`src/rtl/piano_voice_scheduler.sv`:
```
`default_nettype none
// ============================================================================
// piano_voice_scheduler
// Scans key switches one per cycle, allocating up to NVOICE voices with
// oldest-voice stealing.
// Revision: 1.0
// ============================================================================
module piano_voice_scheduler #(
  parameter int NKEYS  = 36,
  parameter int NVOICE = 4
) (
  input  logic                  clk,
  input  logic                  rst_n,
  input  logic [NKEYS-1:0]      switches,
  output logic [NKEYS-1:0]      key_mask,
  output logic [NVOICE-1:0]     voice_valid,
  output logic [NVOICE*6-1:0]   voice_key,
  output logic                  scan_done
);

  localparam int         VW     = (NVOICE > 1) ? $clog2(NVOICE) : 1;
  localparam logic [5:0] C_LAST = 6'(NKEYS - 1);

  logic [NKEYS-1:0]  r_sync1;
  logic [NKEYS-1:0]  r_sync2;
  logic [5:0]        r_ptr;
  logic              r_scan_done;
  logic [NKEYS-1:0]  r_owned;
  logic [NKEYS-1:0]  r_blocked;
  logic [NVOICE-1:0] r_valid;
  logic [5:0]        r_key [NVOICE];
  logic [7:0]        r_age [NVOICE];

  logic          w_sw;
  logic          w_press;
  logic          w_release;
  logic          w_has_free;
  logic [VW-1:0] w_free_idx;
  logic [VW-1:0] w_old_idx;
  logic [VW-1:0] w_rel_idx;
  logic [7:0]    w_best_age;

  assign w_sw      = r_sync2[r_ptr];
  assign w_press   = w_sw && !r_owned[r_ptr] && !r_blocked[r_ptr];
  assign w_release = !w_sw && r_owned[r_ptr];

  // Voice selection: lowest free voice, oldest voice (ties to lowest index),
  // and the voice owned by the key currently under the pointer.
  always_comb begin
    w_has_free = 1'b0;
    w_free_idx = '0;
    w_rel_idx  = '0;
    w_old_idx  = '0;
    w_best_age = r_age[0];
    for (int v = NVOICE - 1; v >= 0; v--) begin
      if (!r_valid[v]) begin
        w_has_free = 1'b1;
        w_free_idx = VW'(v);
      end
    end
    for (int v = 1; v < NVOICE; v++) begin
      if (r_age[v] > w_best_age) begin
        w_best_age = r_age[v];
        w_old_idx  = VW'(v);
      end
    end
    for (int v = 0; v < NVOICE; v++) begin
      if (r_valid[v] && (r_key[v] == r_ptr)) begin
        w_rel_idx = VW'(v);
      end
    end
  end

  always_ff @(posedge clk) begin
    if (!rst_n) begin
      r_sync1     <= '0;
      r_sync2     <= '0;
      r_ptr       <= '0;
      r_scan_done <= 1'b0;
      r_owned     <= '0;
      r_blocked   <= '0;
      r_valid     <= '0;
      for (int v = 0; v < NVOICE; v++) begin
        r_key[v] <= '0;
        r_age[v] <= '0;
      end
    end else begin
      r_sync1     <= switches;
      r_sync2     <= r_sync1;
      r_ptr       <= (r_ptr == C_LAST) ? 6'd0 : r_ptr + 6'd1;
      r_scan_done <= (r_ptr == C_LAST);

      for (int v = 0; v < NVOICE; v++) begin
        if (!r_valid[v]) begin
          r_age[v] <= '0;
        end else if (r_scan_done && (r_age[v] != 8'hFF)) begin
          r_age[v] <= r_age[v] + 8'd1;
        end
      end

      if (!w_sw) begin
        r_blocked[r_ptr] <= 1'b0;
      end

      // Later assignments to the same voice override the age update above.
      if (w_press) begin
        r_owned[r_ptr] <= 1'b1;
        if (w_has_free) begin
          r_valid[w_free_idx] <= 1'b1;
          r_key[w_free_idx]   <= r_ptr;
          r_age[w_free_idx]   <= '0;
        end else begin
          r_owned[r_key[w_old_idx]]   <= 1'b0;
          r_blocked[r_key[w_old_idx]] <= 1'b1;
          r_owned[r_ptr]              <= 1'b1;
          r_key[w_old_idx]            <= r_ptr;
          r_age[w_old_idx]            <= '0;
        end
      end else if (w_release) begin
        r_owned[r_ptr]     <= 1'b0;
        r_valid[w_rel_idx] <= 1'b0;
        r_key[w_rel_idx]   <= '0;
        r_age[w_rel_idx]   <= '0;
      end
    end
  end

  always_comb begin
    key_mask = '0;
    for (int k = 0; k < NKEYS; k++) begin
      for (int v = 0; v < NVOICE; v++) begin
        if (r_valid[v] && (r_key[v] == 6'(k))) begin
          key_mask[k] = 1'b1;
        end
      end
    end
  end

  generate
    for (genvar v = 0; v < NVOICE; v++) begin : g_voice_out
      assign voice_key[6*v +: 6] = r_key[v];
    end
  endgenerate

  assign voice_valid = r_valid;
  assign scan_done   = r_scan_done;

endmodule
`default_nettype wire
```
`config.mk`:
```
export PLATFORM = sky130hd
export DESIGN_NAME = piano_voice_scheduler
export DESIGN_NICKNAME = d
export VERILOG_FILES = /design/src/rtl/piano_voice_scheduler.sv
export SDC_FILE = /design/constraint.sdc
export NUM_CORES = 1
export LEC_CHECK = 0
export CAP_MARGIN = 20
export CORE_ASPECT_RATIO = 1.25
export CORE_MARGIN = 2
export CORE_UTILIZATION = 55
export CTS_BUF_LIST = sky130_fd_sc_hd__clkbuf_4 sky130_fd_sc_hd__clkbuf_8
export CTS_CLUSTER_DIAMETER = 120
export DETAILED_ROUTE_END_ITERATION = 12
export MAX_ROUTING_LAYER = met4
export PLACE_DENSITY = 0.76
export SLEW_MARGIN = 30
export SYNTH_ARGS = -nofsm -noshare
export SYNTH_HDL_FRONTEND = slang
export SYNTH_SLANG_ARGS = --single-unit
```
`constraint.sdc`:
```
create_clock -name clk -period 6.9 [get_ports clk]
set_input_delay 1.035 -clock clk [delete_from_list [all_inputs] [get_ports clk]]
set_output_delay 1.035 -clock clk [all_outputs]
set_load 0.01 [all_outputs]
```
# Yosys cells after proc, flatten, opt, wreduce, memory -nomap -nowiden
# Memories as Yosys holds them, arrays and structs flattened.
# Cells that the tools add are included.
# W data, S select, Z words.
# op_classes
muxes,247
eq_ne,149
add_sub_neg,5
n_shift,0
mul,0
n_div,0
order_cmp,11
reduce_logical,173
bitwise_logic,20
# op_table
operator,count
$eq A6 B5 Y1 const B,64
$mux W36,7
$mux W1,202
$eq A6 B4 Y1 const B,32
$logic_and A1 B1 Y1,158
$and A36 B36 Y36,3
$or A36 B36 Y36,3
$eq A6 B6 Y1 const B,17
$eq A6 B3 Y1 const B,16
$mux W8,12
$not A36 Y36,2
$eq A6 B2 Y1 const B,8
$add A8 B1 Y8 const B,4
$ne A8 B8 Y1 const B,4
$mux W2,13
$eq A6 B1 Y1 const B,4
$gt A8 B8 Y1,3
$logic_not A6 Y1,4
$bmux W1 S6,3
$eq A6 B6 Y1,3
$mux W6,3
$reduce_or A6 Y1,3
$reduce_or A8 Y1,2
$lt A6 B7 Y1 const B,2
other kinds (17),33
# word_totals
ram_bits,56
register_bits,155
memories,2
latch_bits,0
rom_bits,0
wordCells,614
out_inout_bits,65
inputBits,38
# memory_table
memory,depth,width,rd,rd_ports_with_merged_regs,wr,line,text
r_age,4,8,4,0,5,32,logic [7:0] r_age [NVOICE];
r_key,4,6,5,0,4,31,logic [5:0] r_key [NVOICE];

# Logic depth before layout (Yosys ltp)
# Gate-level depths: netlist of the first run.
# An unclocked memory read counts as a cell.
# logic_depth
depth_word,17
depth_mapped,30
mapped_depth_nobuf,25

# Least setup slack after synthesis of the first run
# No wires, ideal clock.
# synth_path
kind,register to register
startpoint,mem r_age[0][4]
endpoint,reg r_owned[33]
setup_slack_ns,0.267
t_arrival_ns,6.476
n_path_buf,5
setup_time_ns,0.157
path_stages_with_launch,28
period_less_slack_ns,6.633
required_time_ns,6.743
cell_sequence,dfxtp_1 clkbuf_1 inv_1 ha_1 nand4_1 nor2_1 nor2_1 a21oi_1 clkbuf_1 mux2i_1 ha_1 a211oi_1 nor2_1 o31ai_2 or2_2 buf_2 clkbuf_1 o21ai_0 ha_1 nor2b_1 o211ai_1 a21oi_1 o32a_1 clkbuf_1 a22oi_1 or3b_2 nor2_1 a31oi_1
# synth_lines
item,line,text
"start, declared",32,
"end signal, assigned",80,r_owned <= '0;
"end signal, assigned by index",107,r_owned[r_ptr] <= 1'b1;
"end signal, assigned by index",113,r_owned[r_key[w_old_idx]] <= 1'b0;
"end, declared",28,logic [NKEYS-1:0] r_owned;

==> results of run 1 <==
==> layout make-up <==
class	count	area [um2]	area share, %
multi-input cells	1076	6780	49.3
clock buffers	56	714	5.20
clock inverters	6	43.8	0.319
inverters	35	131	0.956
well taps	279	349	2.54
repair buffers	133	1260	9.19
flip-flops and latches	211	4470	32.5
==> logic make-up (layout without fill, tap and decap cells) <==
kind of cell / count (synthesis) / count (layout)
AO/OA/AOI/OAI: 382 / 382
XOR/XNOR: 26 / 26
AND/OR/NAND/NOR: 589 / 589
buffers and inverters: 127 / 230
flip-flops: 211 / 211
adder cells (fa/ha/maj): 29 / 29
multiplexers: 50 / 50
==> stage by stage <==
stage	utilization (%)	area [um2]	hold WS [ps]
3_5_place_dp	60.8	13000	417
2_1_floorplan	-	11800	412
6_report	64.5	13700	421
4_1_cts	64.3	13700	415
5_1_grt	64.5	13700	443
3_3_place_gp	60.8	13000	413
==> how the worst max path moves through the flow <==
stage,to,slack [ps],depth (start not counted)
floorplan,r_owned[33],270,27
global placement,r_owned[24],520,23
detailed placement,r_owned[25],300,24
CTS,r_owned[25],270,24
global route,r_key[0][1],-3,25
finish,r_key[0][1],510,25
==> routing by layer <==
layer / wire length (um) / global-route usage, %
met5: 0 / -
met4: 2600 / 22.1
met3: 2870 / 5.15
met2: 18300 / 56.1
met1: 14000 / 37.6
==> registers in the layout, summed over array words and instances (netlist names) <==
signal and cells:
r_age 32, voice_valid 4, scan_done 1, r_sync1 36, r_sync2 36, r_blocked 36
r_key 24, r_ptr 6, r_owned 36
==> synthesized netlist by cell type, drive strengths merged, types with 30 or more instances <==
cell type  instances  area share (%)
nor2             118             3.8
inv               35             1.1
nor3              37             1.8
and2              78             4.1
and3              30             1.6
dfxtp            187              32
mux2i             34             2.9
a21oi             90             3.9
clkbuf            63             2.0
o21ai             90             3.8
nand3             33             1.4
nand2            156             5.0
o221ai            31             2.3
o211ai            35             2.2
==> timing repair <==
item | 4_1_cts | 5_1_grt
setup buffers | 0 | 1
endpoints found under the setup margin | 0 | 114
resized for setup | 0 | 5
==> where the power goes <==
group	leakage (uW)	total [uW]	internal, uW	switching, uW
logic	0.00281	250	97.0	153
clock network	0.000406	1170	662	508
registers	0.00177	1320	1270	47.0
==> worst register-to-register path: stages (launching register included) <==
cell and delay (ps):
dfxtp_1 480, inv_1 80, ha_1 280, nand4_1 160
nor2_2 270, nor2_1 120, a21oi_1 220, buf_4 240
mux2i_1 280, ha_1 280, a211oi_1 220, nor2_1 100
and4bb_1 420, or2_4 290, nand2_1 70, o21ai_0 100
ha_1 280, nor2b_1 140, o211ai_1 150, a21oi_1 80
o32a_2 450, o311a_1 370, nor2_1 130, o21ai_1 200
or2_1 420, nand2_1 250
==> metrics list, run 1 <==
- Result of the run: finished, final reports clean
- Number of clock buffers inserted by TritonCTS: 35
- Synthesis produced a netlist with a net count of 1481.
- Category of cells accounting for the largest share of critical-path delay: simple AND/OR/NAND/NOR gates
* Capture instance of the worst register-to-register path: r_key[0][1]
* Standard-cell rows: 60
- Pin count of the biggest net entering global routing: 84
- The tightest min-delay check is of the reg -> reg type.
- The repair_antennas step left the layout with diodes totalling 0.
- CTS sink count: 211
- CTS tree: built
- For this design, the slowest cell found on the critical path is dfxtp_1.
- Once detailed placement completed, the half-perimeter wirelength came to about 26000 um.
* CP Data Required Time: 7110 ps
* Final WS setup: slightly above 500 ps
- For this design the ratio of total power to cell area is 199 nW/um2.
* Worst slew margin relative to its limit: a little over a third
- The finished layout holds between 1500 and 2000 standard cells, fillers aside.
- Summed over all cells, the static leakage comes to 0.00499 uW.
- First-pass DRT Iterations: 6
* Number of synthesis warnings: 0
- The layout has 1946 filler cells.
- Cells after synthesis: between 1000 and 1500
- # placed instances: approximately 1700
* Wire length reported by the detailed router: roughly 38000 um
- Reg-to-reg critical path startpoint: r_age[0][4]
- The H-tree generated during clock tree synthesis spans 2 levels.
- In this design, the stage delay of the slowest critical-path cell is 480 ps.
- Number of vias after detailed routing: 11700
* Die outline area: 22700 um2
- Total Power Consumption: 2740 uW
* Highest-count cells in the layout ignoring fill and taps: dfxtp_1, nand2_1, nor2_1, clkdlybuf4s50_1
* Element type at the critical path end: flip-flop
- I/O pins: 103
* EDFF count, synth: 24
- Along the worst hold path, the cell count comes to 1.
* Endpoints failing hold: 0
- Launching element of the worst setup path: r_age[0][4]
- In the routed layout, each cell is associated on average with a via count of ~6.5.
- Synth Area in Compound Gates: 21.6%
* Max rail drop VDD: ~180 uV
- Main combinational cell family by area after synthesis: simple AND/OR/NAND/NOR gates
- In this run the worst path has a maximum fanout of 18.
- Number of global-route vias before repair: 11200
- The cell sitting at the root of the clock tree is a clkbuf_8.
- WL per Instance: 21.0 um
- Post-placement setup slack: 295 ps
- Arrival time of the worst setup path: 6600 ps
- Max-cap violations in this run came to 0.
- Mapped Avg Cell Area: 8.36 um2
- After Yosys synthesis, full adders, half adders and majority gates account for slightly above 3% of the synthesized area.
- At the later pin of the worst-skew pair, clock insertion delay measures 540 ps.
- The critical path is of the reg -> reg type.
* Predominant post-synthesis flop cell: dfxtp_1
* Port Buf Inserts: ~100
* Drt initial violations: 1220
- Post-Route Skew: 26.2 ps
* Relative area change from synthesis to final layout: 16.3%
* Clock transition at the registers of the reported paths: roughly 60 ps
- The worst path needs 6390 ps of the cycle, external delays included.
- Of the total synthesized cell area, the portion taken by AND, OR, NAND and NOR gates is 25.7%.
- Area of the core region: 21300 um2
- The number of hold buffers added after CTS was 0.
- The synthesized netlist devotes 1.93% of its cell area to XOR and XNOR gates.
* Number of cells traversed by the worst register-to-register path: 25
- Gr usage total: 33.8%
- The worst path uses 92.6% of the clock period.
- In the final layout, the share of cells above drive strength 1 is 9.69%.
* Remaining routing DRC violations: 0
* Initial Util: a little under three fifths
- Multiplexer share of the synthesized area: 4.94%
- Final Setup Violations: 0
- Post-Syn Area: 11800 um2
* Sequential cell area fraction in the yosys report: 37.8%
- Together, buffers and inverters on the worst path number 2.
- Final number of max-transition violations: 0
- Netlist cell types: 80
- Timing would allow up to 156 MHz.
* Total overflow reported by the global router: 0
- In this run the vertical extent of the chip is approximately 170 um.
- Routed Antenna Nets: 0
* Number of flip-flops and latches in the synthesized netlist: 211
* Floorplan die width: 135 um
- Most common cell after layout, fill and taps aside: dfxtp_1
- Across all register-to-register paths, the minimum setup slack is approximately 510 ps.
- Endpoint with the worst hold slack: r_sync2[5]
* Summed negative setup slack over all endpoints: 0 ps
- Net count of the finished layout: between 1500 and 2000
- At the end of routability-driven placement, the weighted congestion stood at 1.05.
- Clock buffer depth: 3
* Global-route wire length before repair: 59300 um
* Slew of the pin with the lowest slew margin: 947 ps
- Startpoint of the lowest-slack hold path: r_sync1[5]
- Type of origin of the critical path: flip-flop
- Counting flops with an async set or reset pin after synthesis yields a share of 0%.
* Antenna violations before repair: 0
Power figures use the tool's default switching activity.
==> inputs of run 2 (changes only) <==
--- a/config.mk
+++ b/config.mk
@@ -13,7 +13,7 @@
 export CTS_CLUSTER_DIAMETER = 120
 export DETAILED_ROUTE_END_ITERATION = 12
 export MAX_ROUTING_LAYER = met4
-export PLACE_DENSITY = 0.76
+export PLACE_DENSITY = 0.8
 export SLEW_MARGIN = 30
 export SYNTH_ARGS = -nofsm -noshare
 export SYNTH_HDL_FRONTEND = slang
==> metrics list, run 2 (synthesis results as in run 1) <==
- Slowest cell delay on critical path: 460 ps (-20 ps)
* Final number of max-transition violations: 0 (unchanged)
- Final WS setup: 475 ps (-34.0 ps)
- The number of DRC violations after detailed routing is 0 (unchanged).
- In this run the most critical hold path is launched from r_sync1[13].
* Endpoint with the worst hold slack: r_sync2[13]
- The area of the placeable core was 21300 um2 (unchanged).
- The post-detailed-route count of antenna-violating nets was 0 (unchanged).
- Core occupancy in the finished layout: 64.7% (+0.18 points)
* First-pass DRT Iterations: 6 (unchanged)
* Reg-to-reg critical path startpoint: r_age[0][7]
- I/O pins: 103 (unchanged)
- The via density per instance was 6.46 (-0.67%).
- The fraction of final layout cells sized beyond drive strength 1 is 9.75% (+0.059 points).
- Wire length reported by the detailed router: 36900 um (-2.1%)
- Worst slew margin relative to its limit: 42.5% (+5.9 points)
* Drt initial violations: 1150 (-5.7%)
- Final Setup Violations: 0 (unchanged)
* CP Data Required Time: 7080 ps (-30 ps)
- Floorplan die width: 135 um (unchanged)
* Number of vias after detailed routing: 11600 (-0.62%)
- The number of antenna violations at the first check in global routing was 0 (unchanged).
* Vert. Die Dim: 168 um (unchanged)
- The clock insertion delay at the later pin of the skew report was 540 ps (about the same).
* Crit-path slowest cell: or2_1
* Antenna diodes: 0 (unchanged)
- The areal power density over the cells is 203 nW/um2 (+2.1%).
* Post-placement setup slack: 334 ps (+38.7 ps)
- The sequential standard cell area came to 4470 um2 (unchanged).
- The post-detailed-route wirelength per cell was 20.6 um (-2.1%).
- The number of CTS-inserted buffers came to 35 (unchanged).
- Slew of the pin with the lowest slew margin: 859 ps (-88.0 ps)
- The worst setup path is captured at a flip-flop.
- TritonCTS built the clock tree.
* CTS Root Cell: clkbuf_8
- The number of port buffers came to 102 (unchanged).
- Hold Path Cell Cnt: 1 (unchanged)
* Clock buffer depth: 3 (unchanged)
- The total area of multi-input combinational cells was 6780 um2 (about the same).
* Arrival time of the worst setup path: 6600 ps (about the same)
* Type of the tightest min-delay check: reg -> reg
* Result of the run: finished, final reports clean
- The H-tree level count is 2 (unchanged).
- Summed negative setup slack over all endpoints: 0 ps (unchanged)
- The wire length of the first global-routing pass came to 58700 um (-1.0%).
* Initial Util: 55.5% (unchanged)
* CTS sink count: 211 (unchanged)
- The overall die area came to 22700 um2 (unchanged).
- Max rail drop VDD: 163 uV (-10%)
- Standard-cell rows: 60 (unchanged)
- Clock transition at the registers of the reported paths: 60 ps (about the same)
- The count of max-cap constraint violations came to 0 (unchanged).
- Setup repair after global routing left no endpoint under its margin.
* Crit share post-route: 93.1% (+0.49 points)
- The post-layout minimum cycle time came to 6420 ps (+34.0 ps).
- Type of origin of the critical path: flip-flop
- The number of global-route vias before repair came to 11200 (+0.045%).
- The final-report hold violation count is 0 (unchanged).
- The number of nets at the end of the flow is 1560 (+0.064%).
- The global router's overall resource usage came to 33.3% (-0.48 points).
- Capture instance of the worst register-to-register path: r_key[0][3]
* Total of fill cells in the finished design: 1899 (-2.4%)
- Highest-count cells in the layout ignoring fill and taps: dfxtp_1, nand2_1, nor2_1, clkdlybuf4s50_1, a21oi_1
- Pin count of the biggest net entering global routing: 79 (-6.0%)
* Total overflow reported by the global router: 0 (unchanged)
- The worst setup path is of the reg -> reg kind.
* Final GP Congestion: 0.989 (-5.9%)
- The cell count of the worst reg-to-reg path was 26 (+4.0%).
* Register-to-register path setup slack: 480 ps (-30 ps)
- The detailed placer's ending HPWL was 25900 um (-1.4%).
- The cell leakage power is 0.00500 uW (+0.12%).
- The worst-path maximum fanout came to 18 (unchanged).
- Most common cell after layout, fill and taps aside: dfxtp_1
- Post-Route Skew: 38.3 ps (+12.0 ps)
- The achievable frequency was 156 MHz (-0.53%).
- Compared with the post-synthesis result, the final layout area differs by 16.6%.
[run 2: cell types whose count changed in the layout (fill, tap and decap cells not counted), sizes merged]
cell      change
clkbuf        -6
bufinv        +3
clkinv        +3
clkinvlp      +2
inv           -2
buf           +1
[run 2: metrics by stage]
| step | std cells | total power, uW | cell area, um2 | hold slack [ps] |
|---|---|---|---|---|
| after floorplan | 1414 | 1490 | 11800 | 412 |
| after global placement | 1733 | 1590 | 13000 | 414 |
| after detailed placement | 1733 | 1590 | 13000 | 420 |
| after CTS | 1795 | 2810 | 13700 | 432 |
| after global routing | 1797 | 2890 | 13800 | 446 |
| final | 1797 | 2800 | 13800 | 427 |
[run 2: cell type report]
| cell class | instances | share of cell area, % |
|---|---|---|
| well taps | 279 | 2.53 |
| inverters | 35 | 0.953 |
| clock inverters | 12 | 1.18 |
| clock buffers | 50 | 4.54 |
| flip-flops and latches | 211 | 32.4 |
| repair buffers | 134 | 9.22 |
| multi-input cells | 1076 | 49.2 |
[run 2: repair_timing]
| item | CTS | global route |
|---|---|---|
| gates resized for setup | 0 | 5 |
| setup buffers | 0 | 2 |
| setup endpoints to repair | 0 | 56 |
| hold buffers | 0 | 0 |
[run 2: how the worst max path moves through the flow]
stage	from	end	slack, ps	depth (start not counted)
5_1_grt	r_age[0][7]	r_key[0][3]	20	26
3_5_place_dp	r_age[0][4]	r_owned[24]	330	27
2_1_floorplan	r_age[0][4]	r_owned[33]	270	27
6_report	r_age[0][7]	r_key[0][3]	480	26
4_1_cts	r_age[0][7]	r_owned[25]	300	27
3_3_place_gp	r_age[0][4]	r_owned[24]	420	27
[run 2: critical path, delay by kind of cell, from the launching register on]
family | cells | cell delay, ps
mux | 1 | 290
flops | 1 | 450
buf+inv | 3 | 470
fa+ha+maj | 3 | 820
compound gates | 8 | 1560
simple gates | 11 | 2480
[run 2: per-layer routing]
metal | global-route usage (%) | vias up | wire (um)
li1 | - | 5320 | -
met1 | 37.5 | 5449 | 13900
met2 | 54.5 | 657 | 17600
met3 | 5.39 | 181 | 2860
met4 | 21.8 | 0 | 2510
met5 | - | - | 0
[run 2: power breakdown]
| part | total [uW] | internal, uW | switching, uW |
|---|---|---|---|
| logic | 258 | 96.8 | 161 |
| clock network | 1230 | 707 | 525 |
| registers | 1310 | 1270 | 41.8 |
==> inputs of run 3 (changes only) <==
--- a/config.mk
+++ b/config.mk
@@ -5,15 +5,17 @@
 export SDC_FILE = /design/constraint.sdc
 export NUM_CORES = 1
 export LEC_CHECK = 0
+export ABC_AREA = 1
 export CAP_MARGIN = 20
 export CORE_ASPECT_RATIO = 1.25
 export CORE_MARGIN = 2
-export CORE_UTILIZATION = 55
+export CORE_UTILIZATION = 60
 export CTS_BUF_LIST = sky130_fd_sc_hd__clkbuf_4 sky130_fd_sc_hd__clkbuf_8
 export CTS_CLUSTER_DIAMETER = 120
 export DETAILED_ROUTE_END_ITERATION = 12
 export MAX_ROUTING_LAYER = met4
-export PLACE_DENSITY = 0.8
+export PLACE_DENSITY = 0.82
+export SETUP_SLACK_MARGIN = 0.3
 export SLEW_MARGIN = 30
 export SYNTH_ARGS = -nofsm -noshare
 export SYNTH_HDL_FRONTEND = slang
==> constraint.sdc (replaced) <==
create_clock -name clk -period 7.13 [get_ports clk]
set_input_delay 1.0695 -clock clk [delete_from_list [all_inputs] [get_ports clk]]
set_output_delay 1.0695 -clock clk [all_outputs]
set_load 0.01 [all_outputs]
==> metrics list, run 3 <==
- Floorplan die width: 135 um (about the same)
- The final worst hold slack was 397 ps (-30.3 ps).
* Cell repeated most along the worst path: nand2_1
- Mapped Avg Cell Area: 6.07 um2 (-27%)
- WL per Instance: 16.2 um (-21%)
* Number of clock buffers inserted by TritonCTS: 35 (unchanged)
- The maximum number of pins on one net before global-route repair is 76 (-3.8%).
- The fraction of final layout cells sized beyond drive strength 1 came to 5.49% (-4.3 points).
- Switching Fraction: 30.2% (+4.2 points)
- Post-cts hold buffer count: 0 (unchanged)
- The count of synthesis-stage warnings from yosys was 0 (unchanged).
* Post-Syn Area: 12900 um2 (+9.0%)
- The worst setup path is launched from a flip-flop.
- The total net switching power is 895 uW (+23%).
* Antenna violations before repair: 0 (unchanged)
- Global-route wire length before repair: 65000 um (+11%)
- STA classifies the critical path endpoint as a flip-flop.
- Final GP Congestion: 1.02 (+2.7%)
- Async S/R FF share, synth: 0% (unchanged)
- Crit-path slowest cell: nor3_1
- Vert. Die Dim: 168 um (about the same)
- The total number of placement rows came to 59 (-1.7%).
- Sequential cell area fraction in the yosys report: 34.6% (-3.1 points)
- Total overflow reported by the global router: 0 (unchanged)
- Final worst path period need: 5960 ps (-461 ps)
* Leakage Power: 0.00681 uW (+36%)
- The detailed placer's ending HPWL was 27700 um (+7.0%).
* Maximum achievable frequency: 168 MHz (+7.7%)
- Yosys instantiated no cell more often than nand2_1.
- Synth Area in Compound Gates: 10.3% (-11 points)
- The clock-pin slew on the worst setup and hold paths came to 70 ps (about the same).
- The count of TritonRoute iterations in the first routing pass came to 8 (+2).
- By area, the combinational part of the netlist is dominated by simple AND/OR/NAND/NOR gates.
- The area of the placeable core came to 21000 um2 (-1.7%).
* Main area contributors after synthesis: dfxtp_1, nand2_1, inv_1, nor2_1, edfxtp_1
* Sequential cell fraction of total power: 44.8% (-2.0 points)
* Arithmetic-cell share of the synthesized area counting full adders, half adders and majority gates: 2.82% (-0.25 points)
- Wire length reported by the detailed router: 40400 um (+9.4%)
- The number of synthesized flops with an enable pin came to 24 (unchanged).
- H-tree levels: 2 (unchanged)
- CTS sink count: 211 (unchanged)
- The fraction of synthesized cell area taken by the top area cell type was 29.1% (-2.6 points).
- The critical path starts at r_age[0][7].
* Layer with the highest usage: met2
* Predominant post-synthesis flop cell: dfxtp_1
* Number of flip-flops and latches in the synthesized netlist: 211 (unchanged)
- The headroom to the max-slew limit is 39.0% (-3.5 points).
* Internal Power: 2070 uW (-0.15%)
* Fraction of power consumed by the clock network: 40.0% (-4.0 points)
- In the synthesized netlist, the cells that appear most often are nand2_1, inv_1, nor2_1.
* Number of global-route vias before repair: 13300 (+18%)
- The buffer depth of the longest clock path came to 3 (unchanged).
- Endpoints failing hold: 0 (unchanged)
- The count of max-cap constraint violations was 0 (unchanged).
* Maximum fanout encountered on the critical timing path: 26 (+8)
* Type of the tightest min-delay check: reg -> reg
- Netlist cell types: 50 (-38%)
- Final number of max-transition violations: 0 (unchanged)
- Fraction of met3 tracks used by global routing: 5.42% (+0.030 points)
- Compared with the post-synthesis result, the final layout area differs by 14.5%.
- The initial cell density of the core was 61.5% (+6.0 points).
* Global-route met2 utilization: 61.5% (+7.0 points)
- The overall die area was 22700 um2 (-0.12%).
- Post-Route Skew: 38.7 ps (+0.427 ps)
- The share of synthesized area spent on multiplexers was 0% (-4.9 points).
- The number of DRC violations after detailed routing came to 0 (unchanged).
- The simple logic cell fraction of the synthesized area came to 40.5% (+15 points).
- Slowest cell delay on critical path: 760 ps (+300 ps)
* Net count of the finished layout: 2265 (+45%)
- The largest total area in the synthesized netlist belongs to dfxtp_1.
- The run finished with clean final reports.
* Setup repair after global routing missed its margin: false
- I/O pins: 103 (unchanged)
- Number of vias after detailed routing: 14100 (+21%)
- The via density per instance came to 5.64 (-13%).
- In the layout the commonest cells are nand2_1, inv_1, nor2_1, dfxtp_1, o21ai_0.
- Combinational Power Share: 15.2% (+6.0 points)
- The startpoint identified for the worst register-to-register timing path is r_age[0][7].
- Gr usage total: 36.5% (+3.2 points)
- The worst setup path is of the reg -> reg kind.
- Total power per unit cell area: 201 nW/um2 (-1.1%)
- The total inserted antenna cells is 0 (unchanged).
- The final-layout setup total negative slack is 0 ps (unchanged).
- The tree is rooted in a clkbuf_8.
* GRT met1 Usage: 42.4% (+4.9 points)
- The arrival time of the worst setup path came to 6120 ps (-480 ps).
- CP Data Required Time: 7280 ps (+200 ps)
- TritonCTS built the clock tree.
* Max rail drop VDD: 175 uV (+7.3%)
* Routed Antenna Nets: 0 (unchanged)
- The clock insertion delay at the later pin of the skew report came to 550 ps (about the same).
- Startpoint of the lowest-slack hold path: r_sync1[29]
- The xor-xnor portion of the synthesized cell area came to 0.748% (-1.2 points).
- The post-synthesis cell count was 2121 (+50%).
* Final Setup Violations: 0 (unchanged)
- The DRC violation total after the first TritonRoute iteration was 1313 (+14%).
- Slew of the pin with the lowest slew margin: 908 ps (+49.2 ps)
* Port Buf Inserts: 102 (unchanged)
- The library cell used most frequently in the layout, excluding fill and tap cells, is nand2_1.
* Crit share post-route: 83.7% (-9.5 points)
- The net count after synthesis came to 2188 (+48%).
## run 3: cell count changes in the layout (fill, tap and decap cells not counted), sizes merged, moves of 43 or more
cell | before | now
and2 | 78 | 0
o21ai | 90 | 137
nor2 | 118 | 262
inv | 36 | 268
nand2 | 156 | 845
nand3 | 33 | 76
## run 3: layout make-up
class                   instances  area (um2)
multi-input cells            1563        7020
fillers                      1843        6220
flip-flops and latches        211        4470
repair buffers                118        1140
inverters                     269        1020
clock buffers                  48         604
well taps                     274         343
clock inverters                14         165
## run 3: final timing paths
path,endpoint,cells past startpoint,slack (ps)
worst max register to register,r_key[3][2],33,1170
worst max-delay path,r_key[3][2],33,1170
worst min register to register,r_sync2[29],2,400
worst min-delay path,r_sync2[29],2,400
## run 3: what timing repair did
action,CTS,global route
setup endpoints to repair,0,30
buffers inserted,0,0
resized for setup,0,2
hold endpoints to repair,0,0
## run 3: layer usage
metal  vias up  share of wire, %  routed length, um
li1       6815                 -                  -
met1      6354                39              15700
met2       744                47              19100
met3       158               8.6               3470
met4         0               5.1               2070
met5         -                 0                  0
## run 3: worst max-delay path: cells and delay by family, from the launching register on
kind	cells	cell delay (ps)
AND/OR/NAND/NOR	20	3040
adder cells (fa/ha/maj)	3	950
buffers and inverters	5	650
AO/OA/AOI/OAI	5	500
flip-flops	1	400
## run 3: metrics by stage
step | cell area, um2 | setup slack [ps] | utilization [%] | total power [uW] | cells
2_1_floorplan | 12900 | 1690 | - | 1630 | 2121
3_3_place_gp | 14000 | 1160 | 66.6 | 1780 | 2435
3_5_place_dp | 14000 | 938 | 66.7 | 1790 | 2435
4_1_cts | 14700 | 906 | 70.3 | 2960 | 2497
5_1_grt | 14700 | 460 | 70.4 | 3070 | 2497
6_report | 14700 | 1170 | 70.4 | 2970 | 2497
## run 3: power by group through the flow
stage                     clock (uW)  sequential (uW)  combinational, uW
after floorplan                    0             1340                290
after global placement             0             1350                435
after detailed placement           0             1350                442
after CTS                       1190             1330                445
after global routing            1240             1330                496
final                           1190             1330                452
## run 3: cell families after synthesis
logic type	count (synthesis)
fa+ha+maj	29
buf+inv	347
flops	211
simple gates	1281
xor+xnor	11
compound gates	242
